<file path="src/rtl/regfile_debug_port.sv">
// regfile_debug_port: debug initiator on the RegisterFile ports.
// Dumps x0..NUM_REGS-1 as a ready/valid word stream, or loads x1..NUM_REGS-1
// from a ready/valid word stream (x0 is never written).
// Optional feature macro: REGDBG_CHECKSUM_EN -- appends an XOR checksum word
// to dumps, expects one after loads, and adds the sticky out_CsumErr port.
module regfile_debug_port #(
  parameter int DATA_W   = 16,
  parameter int ADDR_W   = 4,
  parameter int NUM_REGS = 16
) (
  input  logic              CLK,
  input  logic              RST,
  input  logic              in_Start,
  input  logic              in_Mode,
  output logic [ADDR_W-1:0] out_ReadReg,
  input  logic [DATA_W-1:0] in_ReadData,
  output logic              out_RegWrite,
  output logic [ADDR_W-1:0] out_WriteAddr,
  output logic [DATA_W-1:0] out_WriteData,
  output logic              out_DumpValid,
  input  logic              in_DumpReady,
  output logic [DATA_W-1:0] out_DumpData,
  input  logic              in_LoadValid,
  output logic              out_LoadReady,
  input  logic [DATA_W-1:0] in_LoadData,
  output logic              out_Busy,
  output logic              out_Done
`ifdef REGDBG_CHECKSUM_EN
  ,output logic             out_CsumErr
`endif
);

`ifdef REGDBG_CHECKSUM_EN
  localparam bit CSUM_EN = 1'b1;
`else
  localparam bit CSUM_EN = 1'b0;
`endif

  // One extra count value so the checksum slot (index NUM_REGS) is representable.
  localparam int CNT_W = $clog2(NUM_REGS + 1);
  localparam logic [CNT_W-1:0] LAST     = CNT_W'(NUM_REGS - 1);
  localparam logic [CNT_W-1:0] CSUM_IDX = CNT_W'(NUM_REGS);
  localparam logic [CNT_W-1:0] LOAD_MAX = CSUM_EN ? CSUM_IDX : LAST;

  typedef enum logic [2:0] {IDLE, DUMP_RD, DUMP_WAIT, LOAD, DONE} state_t;

  state_t            state, state_nxt;
  logic [CNT_W-1:0]  cnt;
  logic [DATA_W-1:0] acc;
  logic              dump_hs, load_hs;

  assign dump_hs = (state == DUMP_WAIT) && out_DumpValid && in_DumpReady;
  assign load_hs = in_LoadValid && out_LoadReady;

  // State register.
  always_ff @(posedge CLK) begin
    if (RST) state <= IDLE;
    else     state <= state_nxt;
  end

  // Next-state and state-decoded outputs.
  always_comb begin
    state_nxt     = state;
    out_Busy      = (state != IDLE);
    out_Done      = (state == DONE);
    out_ReadReg   = '0;
    out_LoadReady = 1'b0;
    case (state)
      IDLE: begin
        if (in_Start) state_nxt = in_Mode ? LOAD : DUMP_RD;
      end
      DUMP_RD: begin
        out_ReadReg = cnt[ADDR_W-1:0];
        state_nxt   = DUMP_WAIT;
      end
      DUMP_WAIT: begin
        out_ReadReg = cnt[ADDR_W-1:0];
        if (dump_hs) begin
          if (cnt == LAST)          state_nxt = CSUM_EN ? DUMP_WAIT : DONE;
          else if (cnt == CSUM_IDX) state_nxt = DONE;
          else                      state_nxt = DUMP_RD;
        end
      end
      LOAD: begin
        // No accept in the write-issue cycle, so at most one word per 2 cycles.
        out_LoadReady = !out_RegWrite && (cnt <= LOAD_MAX);
        // Without checksum, finish once the final register write has gone out.
        if (!CSUM_EN && out_RegWrite && cnt == CSUM_IDX) state_nxt = DONE;
        if (CSUM_EN && load_hs && cnt == CSUM_IDX)       state_nxt = DONE;
      end
      DONE: state_nxt = IDLE;
      default: state_nxt = IDLE;
    endcase
  end

  // Datapath: counter, dump word register, write port and running XOR.
  always_ff @(posedge CLK) begin
    if (RST) begin
      cnt           <= '0;
      acc           <= '0;
      out_DumpData  <= '0;
      out_DumpValid <= 1'b0;
      out_RegWrite  <= 1'b0;
      out_WriteAddr <= '0;
      out_WriteData <= '0;
    end else begin
      out_RegWrite <= 1'b0;
      case (state)
        IDLE: begin
          if (in_Start) begin
            cnt <= in_Mode ? CNT_W'(1) : '0;
            acc <= '0;
          end
        end
        DUMP_RD: begin
          out_DumpData  <= in_ReadData;
          out_DumpValid <= 1'b1;
          acc           <= acc ^ in_ReadData;
        end
        DUMP_WAIT: begin
          if (dump_hs) begin
            if (CSUM_EN && cnt == LAST) begin
              // Checksum word follows directly, same handshake, valid stays up.
              out_DumpData <= acc;
              cnt          <= CSUM_IDX;
            end else begin
              out_DumpValid <= 1'b0;
              cnt <= (cnt == LAST || cnt == CSUM_IDX) ? '0 : cnt + CNT_W'(1);
            end
          end
        end
        LOAD: begin
          if (load_hs) begin
            if (cnt == CSUM_IDX) begin
              cnt <= '0;
            end else begin
              out_RegWrite  <= 1'b1;
              out_WriteAddr <= cnt[ADDR_W-1:0];
              out_WriteData <= in_LoadData;
              acc           <= acc ^ in_LoadData;
              cnt           <= cnt + CNT_W'(1);
            end
          end
        end
        DONE: cnt <= '0;
        default: cnt <= '0;
      endcase
    end
  end

`ifdef REGDBG_CHECKSUM_EN
  // Sticky checksum error: cleared by reset or a new start, set on a bad load checksum.
  always_ff @(posedge CLK) begin
    if (RST)
      out_CsumErr <= 1'b0;
    else if (state == IDLE && in_Start)
      out_CsumErr <= 1'b0;
    else if (state == LOAD && load_hs && cnt == CSUM_IDX && in_LoadData != acc)
      out_CsumErr <= 1'b1;
  end
`endif

endmodule

</file>
<file path="config.mk">
export PLATFORM = sky130hd
export DESIGN_NAME = regfile_debug_port
export DESIGN_NICKNAME = d
export VERILOG_FILES = /design/src/rtl/regfile_debug_port.sv
export SDC_FILE = /design/constraint.sdc
export NUM_CORES = 1
export LEC_CHECK = 0
export CAP_MARGIN = 5
export CORE_MARGIN = 1
export CORE_UTILIZATION = 40
export DETAILED_ROUTE_END_ITERATION = 7
export PLACE_DENSITY = 0.74
export SLEW_MARGIN = 20
export SYNTH_ARGS = -nofsm -noshare
export SYNTH_HDL_FRONTEND = slang
export SYNTH_SLANG_ARGS = --single-unit
</file>
<file path="constraint.sdc">
create_clock -name CLK -period 2.4 [get_ports CLK]
set_clock_uncertainty 0.05 [all_clocks]
set_input_delay 0.6 -clock CLK [delete_from_list [all_inputs] [get_ports CLK]]
set_output_delay 0.6 -clock CLK [all_outputs]
set_load 0.05 [all_outputs]
</file>
==> results.cfg <==
[clocking]
clock-root-buffer = clkbuf_8
ctsHoldBuffers = 0
htreeDepth = 2
clock_latency_ns = 0.29
cts_tree = built
cts.sinks = 46
cts_buffer_depth = 2
cts_buffers = 5
path_clk_slew_ns = 0.08

[flow_run]
maxCapViolations = 0

[sta]
setup_viol = 0
period_minus_slack_ns = 2.369
finalHoldViolations = 0
slew_violations = 0
timing.hold.ws_ns = 0.4055
tightest_slew_ns = 0.6519
min_period_over_period_pct = 98.71
fin_ws_ns = 0.03097
maxSlewHeadroom_pct = 56.42
fmax_mhz = 422.1

[route]
wire_per_inst_um = 13.20
drcViolationCount = 0
drt-initial-drc-count = 73
postRouteAntennaNets = 0
firstDrtPassIters = 4
finalWirelength_mm = 5.255
viasPerCell = 4.922
vias = 1959

[critical_path]
cp_slowest_cell = dfxtp_2
critPathTopFamily = simple AND/OR/NAND/NOR gates
end_kind = output port
path_max_fanout = 4
path_class = reg -> out
crit_top_cell = ha_4
crit_end = out_LoadReady
r2r_end = out_WriteData[9]$_SDFFE_PP0P_
regToRegSetupSlack_ns = 0.31
path_cells = ha_4 > and3_4 > ha_4 > and2b_2 > nor3_4 > buf_12
max_stage_delay_ns = 0.36
reg2reg_depth = 8
critPathLaunchType = flip-flop
required_ns = 1.75
startpoint = cnt[1]$_SDFFE_PP0P_
cp_data_arrival_time_ns = 1.72
crit_buf_inv = 1
cp.depth = 6
r2r_start = cnt[1]$_SDFFE_PP0P_

[yosys]
synth_cell_types = 46
ys_seq_area_share_pct = 42.42
synth-compound-area-share_pct = 13.14
synth-simple-area-share_pct = 28.70
synth_edf_count = 0
synthArstFlopShare_pct = 0
synthAdderAreaFrac_pct = 1.729
dominantRegCellSynth = dfxtp_1
synthesis.area_um2 = 2171
synth_area_per_cell_um2 = 8.897
muxShareOfSynthArea_pct = 8.300
syn_inst = 244
synth_nets = 285
ys_warn_count = 0
ys_seq_elements = 46
synth_xor_area_share_pct = 0.4035
synth_top_family_by_area = simple AND/OR/NAND/NOR gates

[grt]
grt_antenna_before_repair = 0
grt-ovfl-total = 0
grt_max_degree = 45
grt_pass1_wl_mm = 8.183
grt_pass1_vias = 1751
grt_usage_pct = 18.92

[placement]
pre_cts_ws_ns = 0.1050
placed_cell_area_um2 = 3123
hpwlAfterDp_mm = 3.735
portBuffers = 82
place_congestion = 0.8124

[floorplan]
die_w_um = 75.67
placementRows = 26
core_um2 = 5172
die_area_um2 = 5726
die_y_um = 75.67
start_util_pct = 41.97
ios = 83

[cells_and_area]
finish.instance_area_um2 = 3269
syn2layout_area_growth_pct = 50.61
drive_gt1_share_pct = 12.80
final_nets = 370
finish.utilization_pct = 63.21
diodes = 0

[worst_hold_path]
hold_class = reg -> reg

[status]
status = finished, final reports clean

[pwr]
power_mw = 1.910
ir_drop_mv = 0.2833
powerDensity_nw_per_um2 = 584.2
leakagePower_nw = 1.151
==> layout make-up <==
type	instances	area [µm²]
Tap cell	70	87.58
Clock buffer	6	82.58
Timing Repair Buffer	93	968.4
Multi-Input combinational cell	175	1177
Fill cell	451	1903
Sequential cell	46	923.4
Inverter	8	30.03
==> logic make-up after synthesis <==
logic type,Yosys count
flip-flops,46
AO/OA/AOI/OAI,43
multiplexers,18
XOR/XNOR,1
AND/OR/NAND/NOR,110
adder cells (fa/ha/maj),3
buffers and inverters,23
==> power by group <==
group | switching, mW | leakage [nW] | internal (mW)
sequential | 0.0383 | 0.374 | 0.810
clock | 0.241 | 0.0431 | 0.223
combinational | 0.352 | 0.734 | 0.246
total | 0.631 | 1.15 | 1.28
==> state kept, by name, indices dropped and copies added, names as in the netlist <==
signal and flops:
cnt 5, out_DumpValid 1, out_WriteAddr 4, out_RegWrite 1, out_DumpData 16, out_WriteData 16
state 3
==> worst reg2reg max path, delay by kind of cell, from the launching register on <==
kind                       cells  cell delay, ns
and+or+nand+nor                3            0.74
buffers and inverters          2            0.38
DFF                            1            0.36
adders and majority gates      2            0.27
muxes                          1            0.21
==> metrics by stage <==
stage / cells / TNS (ns)
floorplan: 244 / 0
global placement: 388 / 0
detailed placement: 388 / 0
CTS: 395 / 0
global route: 398 / -0.04301
finish: 398 / 0
==> layer usage <==
layer  share of wire (%)  global-route usage [%]  vias to the layer above
li1                    -                       -                     1005
met1                  44                   24.23                      915
met2                  52                   31.94                       35
met3                 2.7                   3.836                        4
met4                0.89                   6.173                        0
met5                   0                       0                        -
==> timing repair <==
action	in CTS	in global routing
endpoints found under the hold margin	0	0
gates resized for setup	5	3
setup endpoints to repair	1	1
pin swaps	1	3
buffers inserted	1	3
==> layout by cell type (no fill, tap or decap), types with 2 or more instances in the layout <==
cell type / count
mux2i_1: 18
buf_4: 11
and3_1: 2
clkdlybuf4s50_1: 74
o21ai_1: 2
and2_1: 2
o32ai_1: 3
a21oi_1: 22
clkbuf_8: 6
inv_2: 2
dfxtp_2: 2
nand3_1: 4
nand2b_1: 40
nor2_1: 4
a311oi_1: 2
a211oi_1: 4
nor3_4: 2
ha_4: 2
inv_1: 6
nand2_1: 36
nor3_1: 5
buf_12: 7
or3_1: 2
dfxtp_1: 44
==> Yosys cell counts (2+ instances only) <==
cell type | instances | area (µm²)
nand3_1 | 4 | 20.02
dfxtp_1 | 46 | 920.9
a311oi_1 | 2 | 17.52
o32ai_1 | 3 | 26.28
a211oi_1 | 4 | 30.03
and2_1 | 2 | 12.51
buf_2 | 2 | 10.01
o21ai_1 | 2 | 10.01
and3_1 | 3 | 18.77
nor3_1 | 6 | 30.03
or3_1 | 2 | 12.51
a21oi_1 | 22 | 110.1
nand2b_1 | 40 | 250.2
mux2i_1 | 18 | 180.2
inv_1 | 6 | 22.52
ha_1 | 3 | 37.54
buf_6 | 3 | 33.78
inv_2 | 2 | 7.510
nand2_1 | 36 | 135.1
clkbuf_1 | 9 | 33.78
nor2_1 | 4 | 15.01
==> worst min path at each step <==
stage	start	endpoint	cells after the start	slack, ns
after floorplan	cnt[4]$_SDFFE_PP0P_	cnt[4]$_SDFFE_PP0P_	2	0.42
after global placement	out_DumpData[9]$_SDFFE_PP0P_	out_DumpData[9]$_SDFFE_PP0P_	2	0.39
after detailed placement	out_DumpData[15]$_SDFFE_PP0P_	out_DumpData[15]$_SDFFE_PP0P_	2	0.40
after CTS	out_DumpData[9]$_SDFFE_PP0P_	out_DumpData[9]$_SDFFE_PP0P_	2	0.41
after global routing	out_DumpData[7]$_SDFFE_PP0P_	out_DumpData[7]$_SDFFE_PP0P_	2	0.43
final	out_DumpData[9]$_SDFFE_PP0P_	out_DumpData[9]$_SDFFE_PP0P_	2	0.41
No activity file was read; power rests on OpenSTA's default activity.
